[src/rtl/wb_arb_pkg.sv]
// ============================================================================
// wb_arb_pkg : shared types/constants for the write-back port arbiter
// Rev 1.0
// ============================================================================
`default_nettype none

package wb_arb_pkg;

    localparam int             REG_IDX_W = 4;
    localparam int             NUM_REGS  = 15;
    localparam logic [3:0]     PC_IDX    = 4'd15;
    localparam int             DATA_W    = 32;

    typedef struct packed {
        logic [REG_IDX_W-1:0] dest;
        logic [DATA_W-1:0]    value;
    } wb_entry_t;

    // One-hot over tracked registers only; the PC index maps to all-zero.
    function automatic logic [NUM_REGS-1:0] reg_onehot(input logic [REG_IDX_W-1:0] idx);
        logic [NUM_REGS-1:0] r;
        r = '0;
        for (int i = 0; i < NUM_REGS; i++) begin
            r[i] = (idx == REG_IDX_W'(i));
        end
        return r;
    endfunction

endpackage

`default_nettype wire

[src/rtl/wb_port_arbiter_if.sv]
// ============================================================================
// wb_port_arbiter_if : pipeline/long-latency/ID/register-file side signals
// Rev 1.0
// ============================================================================
`default_nettype none

interface wb_port_arbiter_if;
    import wb_arb_pkg::*;

    logic                 pipe_wb_en;
    logic [REG_IDX_W-1:0] pipe_wb_dest;
    logic [DATA_W-1:0]    pipe_wb_value;

    logic                 mc_valid;
    logic [REG_IDX_W-1:0] mc_dest;
    logic [DATA_W-1:0]    mc_value;
    logic                 mc_ready;

    logic                 issue_en;
    logic [REG_IDX_W-1:0] issue_dest;

    logic [REG_IDX_W-1:0] chk_src1;
    logic [REG_IDX_W-1:0] chk_src2;
    logic [REG_IDX_W-1:0] chk_dest;
    logic                 chk_src1_used;
    logic                 chk_src2_used;
    logic                 chk_dest_used;

    logic                 hazard;
    logic [NUM_REGS-1:0]  pending;
    logic                 stall_req;

    logic                 rf_wb_en;
    logic [REG_IDX_W-1:0] rf_dest;
    logic [DATA_W-1:0]    rf_value;
    logic                 err;

    modport master (
        output pipe_wb_en, pipe_wb_dest, pipe_wb_value,
        output mc_valid, mc_dest, mc_value,
        input  mc_ready,
        output issue_en, issue_dest,
        output chk_src1, chk_src2, chk_dest,
        output chk_src1_used, chk_src2_used, chk_dest_used,
        input  hazard, pending, stall_req,
        input  rf_wb_en, rf_dest, rf_value, err
    );

    modport slave (
        input  pipe_wb_en, pipe_wb_dest, pipe_wb_value,
        input  mc_valid, mc_dest, mc_value,
        output mc_ready,
        input  issue_en, issue_dest,
        input  chk_src1, chk_src2, chk_dest,
        input  chk_src1_used, chk_src2_used, chk_dest_used,
        output hazard, pending, stall_req,
        output rf_wb_en, rf_dest, rf_value, err
    );

endinterface

`default_nettype wire

[src/rtl/wb_result_fifo.sv]
// ============================================================================
// wb_result_fifo : small FIFO of long-latency results awaiting the WB port
// Rev 1.0
// ============================================================================
`default_nettype none

module wb_result_fifo
    import wb_arb_pkg::*;
#(
    parameter int DEPTH = 2
) (
    input  wire logic                      clk,
    input  wire logic                      rst,
    input  wire logic                      push,
    input  wire wb_entry_t                 push_data,
    input  wire logic                      pop,
    output wb_entry_t                      head,
    output logic                           full,
    output logic                           empty,
    output logic [$clog2(DEPTH):0]         count
);

    localparam int AW = $clog2(DEPTH);
    localparam int CW = AW + 1;

    wb_entry_t         mem_q [DEPTH];
    wb_entry_t         mem_d [DEPTH];
    logic [AW-1:0]     wr_ptr_q, wr_ptr_d;
    logic [AW-1:0]     rd_ptr_q, rd_ptr_d;
    logic [CW-1:0]     count_q, count_d;
    logic              w_do_push;
    logic              w_do_pop;

    // A full FIFO refuses pushes even when popping: no pop-through.
    assign w_do_push = push & ~full;
    assign w_do_pop  = pop & ~empty;

    assign full  = (count_q == CW'(DEPTH));
    assign empty = (count_q == '0);
    assign head  = mem_q[rd_ptr_q];
    assign count = count_q;

    always_comb begin
        mem_d    = mem_q;
        wr_ptr_d = wr_ptr_q;
        rd_ptr_d = rd_ptr_q;
        count_d  = count_q;
        if (w_do_push) begin
            mem_d[wr_ptr_q] = push_data;
            wr_ptr_d        = wr_ptr_q + AW'(1);
        end
        if (w_do_pop) begin
            rd_ptr_d = rd_ptr_q + AW'(1);
        end
        case ({w_do_push, w_do_pop})
            2'b10:   count_d = count_q + CW'(1);
            2'b01:   count_d = count_q - CW'(1);
            default: count_d = count_q;
        endcase
    end

    always_ff @(posedge clk or negedge rst) begin
        if (!rst) begin
            for (int i = 0; i < DEPTH; i++) begin
                mem_q[i] <= '0;
            end
            wr_ptr_q <= '0;
            rd_ptr_q <= '0;
            count_q  <= '0;
        end else begin
            mem_q    <= mem_d;
            wr_ptr_q <= wr_ptr_d;
            rd_ptr_q <= rd_ptr_d;
            count_q  <= count_d;
        end
    end

endmodule

`default_nettype wire

[src/rtl/wb_port_arbiter.sv]
// ============================================================================
// wb_port_arbiter : shares the register-file write port between the pipeline
// WB stage and a buffered long-latency unit; tracks pending destinations.
// Rev 1.0
// ============================================================================
`default_nettype none

module wb_port_arbiter
    import wb_arb_pkg::*;
#(
    parameter int DEPTH        = 2,
    parameter int STARVE_LIMIT = 4
) (
    input  wire logic    clk,
    input  wire logic    rst,
    wb_port_arbiter_if.slave bus
);

    localparam int CNT_W = $clog2(DEPTH) + 1;
    localparam int AGE_W = $clog2(STARVE_LIMIT + 1);

    wb_entry_t            w_head;
    wb_entry_t            w_push_data;
    logic                 w_full;
    logic                 w_empty;
    logic [CNT_W-1:0]     w_count;
    logic                 w_push;
    logic                 w_pop;

    logic [AGE_W-1:0]     age_q, age_d;
    logic                 stall_q, stall_d;
    logic [NUM_REGS-1:0]  pending_q, pending_d;
    logic                 err_q, err_d;

    logic [NUM_REGS-1:0]  w_set_vec;
    logic [NUM_REGS-1:0]  w_clr_vec;
    logic [NUM_REGS:0]    w_pend_ext;
    logic                 w_err_stall;
    logic                 w_err_reissue;
    logic                 w_err_orphan;

    assign w_push_data = '{dest: bus.mc_dest, value: bus.mc_value};
    assign w_push      = bus.mc_valid & ~w_full;
    assign w_pop       = ~bus.pipe_wb_en & ~w_empty;
    assign bus.mc_ready = (w_count < CNT_W'(DEPTH));

    wb_result_fifo #(
        .DEPTH (DEPTH)
    ) u_fifo (
        .clk       (clk),
        .rst       (rst),
        .push      (w_push),
        .push_data (w_push_data),
        .pop       (w_pop),
        .head      (w_head),
        .full      (w_full),
        .empty     (w_empty),
        .count     (w_count)
    );

    // The pipeline always wins; the FIFO head only uses idle slots.
    always_comb begin
        bus.rf_wb_en = 1'b0;
        bus.rf_dest  = '0;
        bus.rf_value = '0;
        if (bus.pipe_wb_en) begin
            bus.rf_wb_en = 1'b1;
            bus.rf_dest  = bus.pipe_wb_dest;
            bus.rf_value = bus.pipe_wb_value;
        end else if (!w_empty) begin
            bus.rf_wb_en = 1'b1;
            bus.rf_dest  = w_head.dest;
            bus.rf_value = w_head.value;
        end
    end

    always_comb begin
        age_d = age_q;
        if (w_empty || w_pop) begin
            age_d = '0;
        end else if (age_q < AGE_W'(STARVE_LIMIT)) begin
            age_d = age_q + AGE_W'(1);
        end
        stall_d = (age_d >= AGE_W'(STARVE_LIMIT));
    end

    // Extra always-zero top bit lets index 15 read as "not pending".
    assign w_pend_ext = {1'b0, pending_q};
    assign w_set_vec  = bus.issue_en ? reg_onehot(bus.issue_dest) : '0;
    assign w_clr_vec  = w_pop ? reg_onehot(w_head.dest) : '0;

    always_comb begin
        pending_d = (pending_q & ~w_clr_vec) | w_set_vec;
    end

    assign w_err_stall   = bus.pipe_wb_en & stall_q;
    assign w_err_reissue = |(w_set_vec & pending_q & ~w_clr_vec);
    assign w_err_orphan  = w_push & (bus.mc_dest != PC_IDX) & ~w_pend_ext[bus.mc_dest];

    always_comb begin
        err_d = err_q | w_err_stall | w_err_reissue | w_err_orphan;
    end

    assign bus.hazard = (bus.chk_src1_used & w_pend_ext[bus.chk_src1])
                      | (bus.chk_src2_used & w_pend_ext[bus.chk_src2])
                      | (bus.chk_dest_used & w_pend_ext[bus.chk_dest]);

    assign bus.pending   = pending_q;
    assign bus.stall_req = stall_q;
    assign bus.err       = err_q;

    always_ff @(posedge clk or negedge rst) begin
        if (!rst) begin
            age_q     <= '0;
            stall_q   <= 1'b0;
            pending_q <= '0;
            err_q     <= 1'b0;
        end else begin
            age_q     <= age_d;
            stall_q   <= stall_d;
            pending_q <= pending_d;
            err_q     <= err_d;
        end
    end

endmodule

`default_nettype wire
[src/flat_wrapper.sv]
// flat-port wrapper written by rule: the top's interface ports become plain ports
module wb_port_arbiter_flat import wb_arb_pkg::*;
#(
    parameter int DEPTH        = 2,
    parameter int STARVE_LIMIT = 4
)
  (clk, rst, bus_pipe_wb_en, bus_pipe_wb_dest, bus_pipe_wb_value, bus_mc_valid, bus_mc_dest, bus_mc_value, bus_mc_ready, bus_issue_en, bus_issue_dest, bus_chk_src1, bus_chk_src2, bus_chk_dest, bus_chk_src1_used, bus_chk_src2_used, bus_chk_dest_used, bus_hazard, bus_pending, bus_stall_req, bus_rf_wb_en, bus_rf_dest, bus_rf_value, bus_err);
  wb_port_arbiter_if bus_i ();
  input  wire logic clk;
  input  wire logic rst;
  input wire logic [$bits(bus_i.pipe_wb_en)-1:0] bus_pipe_wb_en;
  input wire logic [$bits(bus_i.pipe_wb_dest)-1:0] bus_pipe_wb_dest;
  input wire logic [$bits(bus_i.pipe_wb_value)-1:0] bus_pipe_wb_value;
  input wire logic [$bits(bus_i.mc_valid)-1:0] bus_mc_valid;
  input wire logic [$bits(bus_i.mc_dest)-1:0] bus_mc_dest;
  input wire logic [$bits(bus_i.mc_value)-1:0] bus_mc_value;
  output wire logic [$bits(bus_i.mc_ready)-1:0] bus_mc_ready;
  input wire logic [$bits(bus_i.issue_en)-1:0] bus_issue_en;
  input wire logic [$bits(bus_i.issue_dest)-1:0] bus_issue_dest;
  input wire logic [$bits(bus_i.chk_src1)-1:0] bus_chk_src1;
  input wire logic [$bits(bus_i.chk_src2)-1:0] bus_chk_src2;
  input wire logic [$bits(bus_i.chk_dest)-1:0] bus_chk_dest;
  input wire logic [$bits(bus_i.chk_src1_used)-1:0] bus_chk_src1_used;
  input wire logic [$bits(bus_i.chk_src2_used)-1:0] bus_chk_src2_used;
  input wire logic [$bits(bus_i.chk_dest_used)-1:0] bus_chk_dest_used;
  output wire logic [$bits(bus_i.hazard)-1:0] bus_hazard;
  output wire logic [$bits(bus_i.pending)-1:0] bus_pending;
  output wire logic [$bits(bus_i.stall_req)-1:0] bus_stall_req;
  output wire logic [$bits(bus_i.rf_wb_en)-1:0] bus_rf_wb_en;
  output wire logic [$bits(bus_i.rf_dest)-1:0] bus_rf_dest;
  output wire logic [$bits(bus_i.rf_value)-1:0] bus_rf_value;
  output wire logic [$bits(bus_i.err)-1:0] bus_err;
  assign bus_i.pipe_wb_en = bus_pipe_wb_en;
  assign bus_i.pipe_wb_dest = bus_pipe_wb_dest;
  assign bus_i.pipe_wb_value = bus_pipe_wb_value;
  assign bus_i.mc_valid = bus_mc_valid;
  assign bus_i.mc_dest = bus_mc_dest;
  assign bus_i.mc_value = bus_mc_value;
  assign bus_mc_ready = bus_i.mc_ready;
  assign bus_i.issue_en = bus_issue_en;
  assign bus_i.issue_dest = bus_issue_dest;
  assign bus_i.chk_src1 = bus_chk_src1;
  assign bus_i.chk_src2 = bus_chk_src2;
  assign bus_i.chk_dest = bus_chk_dest;
  assign bus_i.chk_src1_used = bus_chk_src1_used;
  assign bus_i.chk_src2_used = bus_chk_src2_used;
  assign bus_i.chk_dest_used = bus_chk_dest_used;
  assign bus_hazard = bus_i.hazard;
  assign bus_pending = bus_i.pending;
  assign bus_stall_req = bus_i.stall_req;
  assign bus_rf_wb_en = bus_i.rf_wb_en;
  assign bus_rf_dest = bus_i.rf_dest;
  assign bus_rf_value = bus_i.rf_value;
  assign bus_err = bus_i.err;
  wb_port_arbiter #(.DEPTH(DEPTH), .STARVE_LIMIT(STARVE_LIMIT)) u_core (.clk(clk), .rst(rst), .bus(bus_i));
endmodule
[config.mk]
export PLATFORM = sky130hd
export DESIGN_NAME = wb_port_arbiter_flat
export DESIGN_NICKNAME = d
export VERILOG_FILES = /design/src/rtl/wb_arb_pkg.sv /design/src/rtl/wb_port_arbiter_if.sv /design/src/rtl/wb_result_fifo.sv /design/src/rtl/wb_port_arbiter.sv /design/src/flat_wrapper.sv
export SDC_FILE = /design/constraint.sdc
export NUM_CORES = 1
export LEC_CHECK = 0
export CAP_MARGIN = 20
export CORE_MARGIN = 2
export CORE_UTILIZATION = 50
export CTS_CLUSTER_SIZE = 40
export DETAILED_ROUTE_END_ITERATION = 12
export PLACE_DENSITY_LB_ADDON = 0.3
export SYNTH_ARGS = -nofsm -noshare
export SYNTH_HDL_FRONTEND = slang
export SYNTH_SLANG_ARGS = --single-unit
[constraint.sdc]
create_clock -name clk -period 5.7 [get_ports clk]
set_input_delay 1.14 -clock clk [delete_from_list [all_inputs] [get_ports clk]]
set_output_delay 1.14 -clock clk [all_outputs]
set_load 0.02 [all_outputs]
After elaboration in Yosys (flattened, before gate mapping)
Index checks and enable logic that the tools add are counted.
- add/sub/neg operators: 5
- $mul: 0
- divide/modulo/power cells: 0
- $lt $le $gt $ge: 10
- equal/unequal tests: 32
- shifts and indexed selects: 0
- multiplexer cells: 25
- bitwise operators: 26
- reduce and logical (&&, ||, !) cells: 7
- operator list (kind ; number):
    $mux 36 ; 4
    $bwmux 72 ; 1
    $mux 32 ; 2
    $eq 4x4->1 const B ; 14
    $and 15x15->15 ; 3
    $demux 36 s1 ; 1
    $eq 4x3->1 const B ; 8
    $mux 15 ; 2
    $lt 4x5->1 const B ; 4
    $bmux 1 s4 ; 4
    $eq 4x2->1 const B ; 4
    $not 15->15 ; 1
    $or 15x15->15 ; 1
    $reduce_or 15->1 ; 1
    $and 1x1->1 ; 10
    $eq 4x1->1 const B ; 2
    $logic_not 4->1 ; 2
    $mux 4 ; 2
    $mux 1 ; 6
    $mux 3 ; 2
    $or 1x1->1 ; 5
    $eq 2x2->1 const B ; 2
    $ge 2x2->1 const B ; 2
    $ne 4x4->1 const B ; 1
    other kinds (16) ; 21
- flip-flop bits (word level): 96
- latch bits: 0
- memory bits (writable): 0
- memory bits (read-only): 0
- input bits: 96
- output and inout port bits: 56
- word-level logic and storage cells: 116
- memories: 0

Longest topological paths before layout
- depth in word-level cells: 11
- gate-level depth with buffers: 8
- gate-level depth less buffers: 7

Modules after synthesis
A second synthesis with hierarchy kept.
- cells, all modules: 417
- area total of the unflattened synthesis: 5434.0 um2
- modules (own cells, without submodules) (module ; times used ; cells an instance ; area each (um2) ; sequential area each (um2)):
    wb_result_fifo ; 1 ; 210 ; 3503.4 ; 1901.8
    wb_port_arbiter ; 1 ; 207 ; 1930.6 ; 475.5

Worst setup path before layout
Ideal clock, no wire load.
- kind: input -> output
- from: input port bus_chk_src2[2]
- to: output port bus_hazard
- arrival time: 2.582 ns
- required time: 4.560 ns
- slack: 1.978 ns
- stages: 4
- path buffers: 0
- cells stage by stage: mux4_1 > mux4_2 > a222oi_1 > inv_1
- cells in the longest elaborated chain, start to end: 5
- RTL lines (what ; line ; RTL):
    start, declared ; flat_wrapper.sv:21 ; input wire logic [$bits(bus_i.chk_src2)-1:0] bus_chk_src2;
    $bmux 1 s4 ; wb_port_arbiter.sv:105 ; | (bus.chk_src2_used & w_pend_ext[bus.chk_src2])
    $mux 1 (not written as such) ; wb_port_arbiter.sv:105 ;
    $and 1x1->1 ; wb_port_arbiter.sv:105 ;
    $or 1x1->1 ; wb_port_arbiter.sv:105 ;
    $or 1x1->1 ; wb_port_arbiter.sv:106 ; | (bus.chk_dest_used & w_pend_ext[bus.chk_dest]);
    end, declared ; flat_wrapper.sv:26 ; output wire logic [$bits(bus_i.hazard)-1:0] bus_hazard;
Every way passes these cells. The select of a mux whose other input is x is not followed.

Worst setup path after layout
Ends and elaborated chain as after synthesis.

==> flow_summary.html <==
<table>
<tr><th>Metric</th><th>Value</th></tr>
<tr><th colspan="2">Placed design</th></tr>
<tr><td>Worst setup timing slack at the placement stage</td><td>~850 ps</td></tr>
<tr><td>GPL Wtd Cong</td><td>0.903</td></tr>
<tr><td>Number of buffers added on ports</td><td>151</td></tr>
<tr><td>Estimated wirelength of the detail-placed design</td><td>between 9000 and 10000 µm</td></tr>
<tr><th colspan="2">Power</th></tr>
<tr><td>Share of total power in sequential cells</td><td>37.5%</td></tr>
<tr><td>Switching power total</td><td>1.36 mW</td></tr>
<tr><td>Max IR drop VDD</td><td>0.000283 V</td></tr>
<tr><td>Clk network pwr share</td><td>11.6%</td></tr>
<tr><td>P_int</td><td>2.15 mW</td></tr>
<tr><td>Power per cell area</td><td>503 nW/µm²</td></tr>
<tr><td>Leakage power</td><td>2.88 nW</td></tr>
<tr><td>Part of the total power dissipated in combinational logic</td><td>between 50 and 60%</td></tr>
<tr><td>Switching part of the total power</td><td>approximately two fifths</td></tr>
<tr><th colspan="2">Logic synthesis</th></tr>
<tr><td>Net Count, Synth</td><td>549</td></tr>
<tr><td>Primary FF master, synth</td><td>sky130_fd_sc_hd__dfrtp_1</td></tr>
<tr><td>Seq/Total Area, Yosys</td><td>between 40% and 50%</td></tr>
<tr><td>Most area-consuming cells after synthesis</td><td>sky130_fd_sc_hd__dfrtp_1 46%, sky130_fd_sc_hd__mux2_2 16%, sky130_fd_sc_hd__mux2i_1 7.3%, sky130_fd_sc_hd__mux4_2 5.2%, sky130_fd_sc_hd__nand2_1 4.5%</td></tr>
<tr><td>Synthesized netlist cell count</td><td>between 400 and 500</td></tr>
<tr><td>Average instance area after synthesis</td><td>~12 µm²</td></tr>
<tr><td>Library cell with the largest summed area after synthesis</td><td>sky130_fd_sc_hd__dfrtp_1</td></tr>
<tr><td>Post-synthesis cell type count</td><td>between 40 and 50</td></tr>
<tr><td>Mapped Area</td><td>approximately 5200 µm²</td></tr>
<tr><td>EDFF count, synth</td><td>0</td></tr>
<tr><td>Share of synthesized registers carrying an async set or reset</td><td>100%</td></tr>
<tr><td>Area share of the largest cell type after synthesis</td><td>45.8%</td></tr>
<tr><td>Warnings, synthesis</td><td>0</td></tr>
<tr><td>Register bit total from synthesis</td><td>95</td></tr>
<tr><th colspan="2">Floorplan</th></tr>
<tr><td>Vert. Die Dim</td><td>106 µm</td></tr>
<tr><td>Full die area</td><td>11200 µm²</td></tr>
<tr><td>CORE AREA</td><td>between 10000 and 15000 µm²</td></tr>
<tr><td>Top-Level Pins</td><td>152</td></tr>
<tr><td>Starting density of the core</td><td>about half</td></tr>
<tr><td>Core Rows</td><td>37</td></tr>
<tr><td>Die Width</td><td>106 µm</td></tr>
<tr><th colspan="2">Job</th></tr>
<tr><td>Count of maximum capacitance violations</td><td>0</td></tr>
<tr><th colspan="2">Worst setup path</th></tr>
<tr><td>Startpoint class of the critical path</td><td>input pin</td></tr>
<tr><td>Worst setup path category</td><td>input pin to output pin</td></tr>
<tr><td>Crit path cell chain</td><td>clkdlybuf4s50_1, mux4_1, mux4_2, a222oi_1, inv_1, clkdlybuf4s50_1</td></tr>
<tr><td>CP dominant cell by count</td><td>sky130_fd_sc_hd__clkdlybuf4s50_1</td></tr>
<tr><td>Required time worst endpoint</td><td>roughly 4600 ps</td></tr>
<tr><td>Critical path's slowest cell</td><td>sky130_fd_sc_hd__clkdlybuf4s50_1</td></tr>
<tr><td>Type of element capturing the critical path</td><td>output pin</td></tr>
<tr><td>Crit-path max cell delay</td><td>between 500 and 600 ps</td></tr>
<tr><td>Maximum fanout along the worst path</td><td>5</td></tr>
<tr><td>R2R cell count</td><td>6</td></tr>
<tr><td>CP arrival</td><td>3720 ps</td></tr>
<tr><th colspan="2">Clock tree</th></tr>
<tr><td>CTS root buf</td><td>sky130_fd_sc_hd__clkbuf_8</td></tr>
<tr><td>Clock latency of the later-clocked register in the worst-skew pair</td><td>350 ps</td></tr>
<tr><td>Maximum level of the CTS H-tree</td><td>3</td></tr>
<tr><td>TritonCTS clock tree</td><td>built</td></tr>
<tr><td>Hold buffers post-CTS</td><td>0</td></tr>
<tr><td>Number of setup buffers added after CTS</td><td>0</td></tr>
<tr><td>Number of buffers created by CTS</td><td>9</td></tr>
<tr><td>CTS Sinks</td><td>95</td></tr>
<tr><td>Post-CTS Resized</td><td>0</td></tr>
<tr><td>Clock buffer depth</td><td>2</td></tr>
<tr><td>Clock Pin Slew Worst Setup and Hold Paths</td><td>80 ps</td></tr>
<tr><th colspan="2">Timing</th></tr>
<tr><td>Number of pins exceeding their max-slew limit in the final report</td><td>0</td></tr>
<tr><td>Time the final worst path needs with I/O delays and setup</td><td>~4900 ps</td></tr>
<tr><td>Final Cycle Share</td><td>85.3%</td></tr>
<tr><td>Final setup violation count</td><td>0</td></tr>
<tr><td>RSZ-0062 raised after global routing</td><td>no</td></tr>
<tr><td>Hold Violations, Final</td><td>0</td></tr>
<tr><td>Final Skew</td><td>8.96 ps</td></tr>
<tr><td>Worst slew margin relative to its limit</td><td>38.2%</td></tr>
<tr><td>Highest clock frequency the design can meet</td><td>206 MHz</td></tr>
<tr><td>Final Worst Setup Slack</td><td>roughly 840 ps</td></tr>
<tr><td>Setup TNS</td><td>0 ps</td></tr>
<tr><td>Worst Tran Pin Value</td><td>923 ps</td></tr>
<tr><th colspan="2">GRT</th></tr>
<tr><td>Global-route wire length before repair</td><td>20800 µm</td></tr>
<tr><td>Via count of the first global-routing pass</td><td>between 4000 and 5000</td></tr>
<tr><td>Antenna violations before repair</td><td>0</td></tr>
<tr><td>Overall routing resource usage</td><td>23.3%</td></tr>
<tr><td>Pin count of the biggest net entering global routing</td><td>63</td></tr>
<tr><td>Global route total overflow</td><td>0</td></tr>
<tr><th colspan="2">Drt</th></tr>
<tr><td>Drt drc</td><td>0</td></tr>
<tr><td>Iter 0 DRT Violations</td><td>187</td></tr>
<tr><td>Antenna-violating nets left</td><td>0</td></tr>
<tr><td>Avg WL per Cell</td><td>17.7 µm</td></tr>
<tr><td>Drt total wl</td><td>12900 µm</td></tr>
<tr><td>Initial DRT Pass Iterations</td><td>5</td></tr>
<tr><td>Post-DR vias/cell</td><td>5.76</td></tr>
<tr><td>Via count of the routed design</td><td>4207</td></tr>
<tr><th colspan="2">Final layout</th></tr>
<tr><td>Synth-to-layout area growth</td><td>34.5%</td></tr>
<tr><td>Most frequent standard cell in the layout excluding fill and tap cells</td><td>sky130_fd_sc_hd__clkdlybuf4s50_1</td></tr>
<tr><td>Layout filler cell count</td><td>769</td></tr>
<tr><td>Number of antenna cells inserted</td><td>0</td></tr>
<tr><td>Fraction of layout cells with a size suffix above 1</td><td>a little under a fifth</td></tr>
<tr><td>Post-layout nets</td><td>689</td></tr>
<tr><td>Top library cells by usage in the layout, fill and taps aside</td><td>149 x sky130_fd_sc_hd__clkdlybuf4s50_1, 94 x sky130_fd_sc_hd__dfrtp_1, 73 x sky130_fd_sc_hd__mux2_2, 61 x sky130_fd_sc_hd__nand2_1, 39 x sky130_fd_sc_hd__o21ai_0</td></tr>
<tr><th colspan="2">Min path</th></tr>
<tr><td>Type of the worst min-delay path</td><td>flop to flop</td></tr>
<tr><td>Cell count of the worst hold path</td><td>1</td></tr>
<tr><th colspan="2">Status</th></tr>
<tr><td>Outcome</td><td>finished, final reports clean</td></tr>
</table>
## worst max-delay path: cells and delay by family
kind                   cells  cell delay, ps
buffers and inverters      3            1190
multiplexers               2            1030
AO/OA/AOI/OAI              1             360
## registers in the layout, indices dropped and copies added, names as in the netlist
name	cells
u_core.u_fifo.wr_ptr_q	1
u_core.bus.err	1
u_core.u_fifo.count	2
u_core.u_fifo.mem_q	72
u_core.bus.pending	15
u_core.age_q	3
u_core.u_fifo.rd_ptr_q	1
## final cells by class
type                       count  area (µm²)  area share [%]
inverter                       7        26.3           0.377
clock inverter                 5        41.3           0.592
sequential                    95        2380            34.1
tap                          136         170            2.44
timing repair buffer         154        1540            22.1
clock buffer                  10         138            1.97
multi-input combinational    324        2690            38.5
## layer usage
layer / global-route usage (%) / wire length, µm
met1: 30.4 / 5300
met5: 0 / 0
met4: 7.33 / 159
met2: 38.7 / 6430
met3: 5.44 / 1030
## through the flow
stage          cell area [µm²]  total power [mW]  utilization [%]  std cells  hold slack (ps)
3_3_place_gp              6780              3.04             66.6        715              487
4_1_cts                   6960              3.52             68.3        730              514
3_5_place_dp              6780              3.11             66.6        715              494
2_1_floorplan             5190              2.43                -        451              479
5_1_grt                   6980              3.73             68.5        731              527
6_report                  6980              3.51             68.5        731              511
## cell families after synthesis
logic type	share of synthesized area [%]
buffers and inverters	2.72
adder cells (fa/ha/maj)	0.482
XOR/XNOR	1.01
multiplexers	29.9
AO/OA/AOI/OAI	10.3
flip-flops	45.8
AND/OR/NAND/NOR	9.77
## power by group through the flow
stage,combinational (mW),clock [mW],sequential (mW)
detailed placement,1.78,0,1.33
floorplan,1.15,0,1.28
CTS,1.79,0.418,1.31
global placement,1.74,0,1.31
global route,1.92,0.445,1.36
finish,1.78,0.408,1.32
## cell usage after synthesis, types with 3 or more instances
| master | n |
|---|---|
| sky130_fd_sc_hd__a21o_1 | 3 |
| sky130_fd_sc_hd__a21oi_1 | 6 |
| sky130_fd_sc_hd__a22o_1 | 6 |
| sky130_fd_sc_hd__a31oi_1 | 4 |
| sky130_fd_sc_hd__a32o_1 | 4 |
| sky130_fd_sc_hd__and4_1 | 4 |
| sky130_fd_sc_hd__buf_2 | 8 |
| sky130_fd_sc_hd__buf_4 | 3 |
| sky130_fd_sc_hd__clkbuf_1 | 14 |
| sky130_fd_sc_hd__dfrtp_1 | 95 |
| sky130_fd_sc_hd__inv_1 | 7 |
| sky130_fd_sc_hd__mux2_2 | 73 |
| sky130_fd_sc_hd__mux2i_1 | 38 |
| sky130_fd_sc_hd__mux4_1 | 3 |
| sky130_fd_sc_hd__mux4_2 | 12 |
| sky130_fd_sc_hd__nand2_1 | 62 |
| sky130_fd_sc_hd__nand2b_1 | 4 |
| sky130_fd_sc_hd__nand3_1 | 5 |
| sky130_fd_sc_hd__nand4_1 | 4 |
| sky130_fd_sc_hd__nor2_1 | 11 |
| sky130_fd_sc_hd__nor2b_1 | 3 |
| sky130_fd_sc_hd__nor3_1 | 3 |
| sky130_fd_sc_hd__o21ai_0 | 39 |
| sky130_fd_sc_hd__o22ai_1 | 4 |
| sky130_fd_sc_hd__o31ai_1 | 3 |
| sky130_fd_sc_hd__xnor2_1 | 5 |
## path summary, 6_finish.rpt
kind	from	to	slack, ps
setup / recovery	bus_chk_src2[2]	bus_hazard	840
hold / removal	u_core.u_fifo.mem_q[40]$_DFFE_PN0P_	u_core.u_fifo.mem_q[40]$_DFFE_PN0P_	510
setup reg to reg	u_core.u_fifo.rd_ptr_q$_DFFE_PN0P_	u_core.bus.err$_DFF_PN0_	3080
hold reg to reg	u_core.u_fifo.mem_q[40]$_DFFE_PN0P_	u_core.u_fifo.mem_q[40]$_DFFE_PN0P_	510
max in group asynchronous	rst	u_core.bus.pending[9]$_DFF_PN0_	3900
min in group asynchronous	rst	u_core.u_fifo.mem_q[63]$_DFFE_PN0P_	840
No activity file was read; power rests on OpenSTA's default activity.
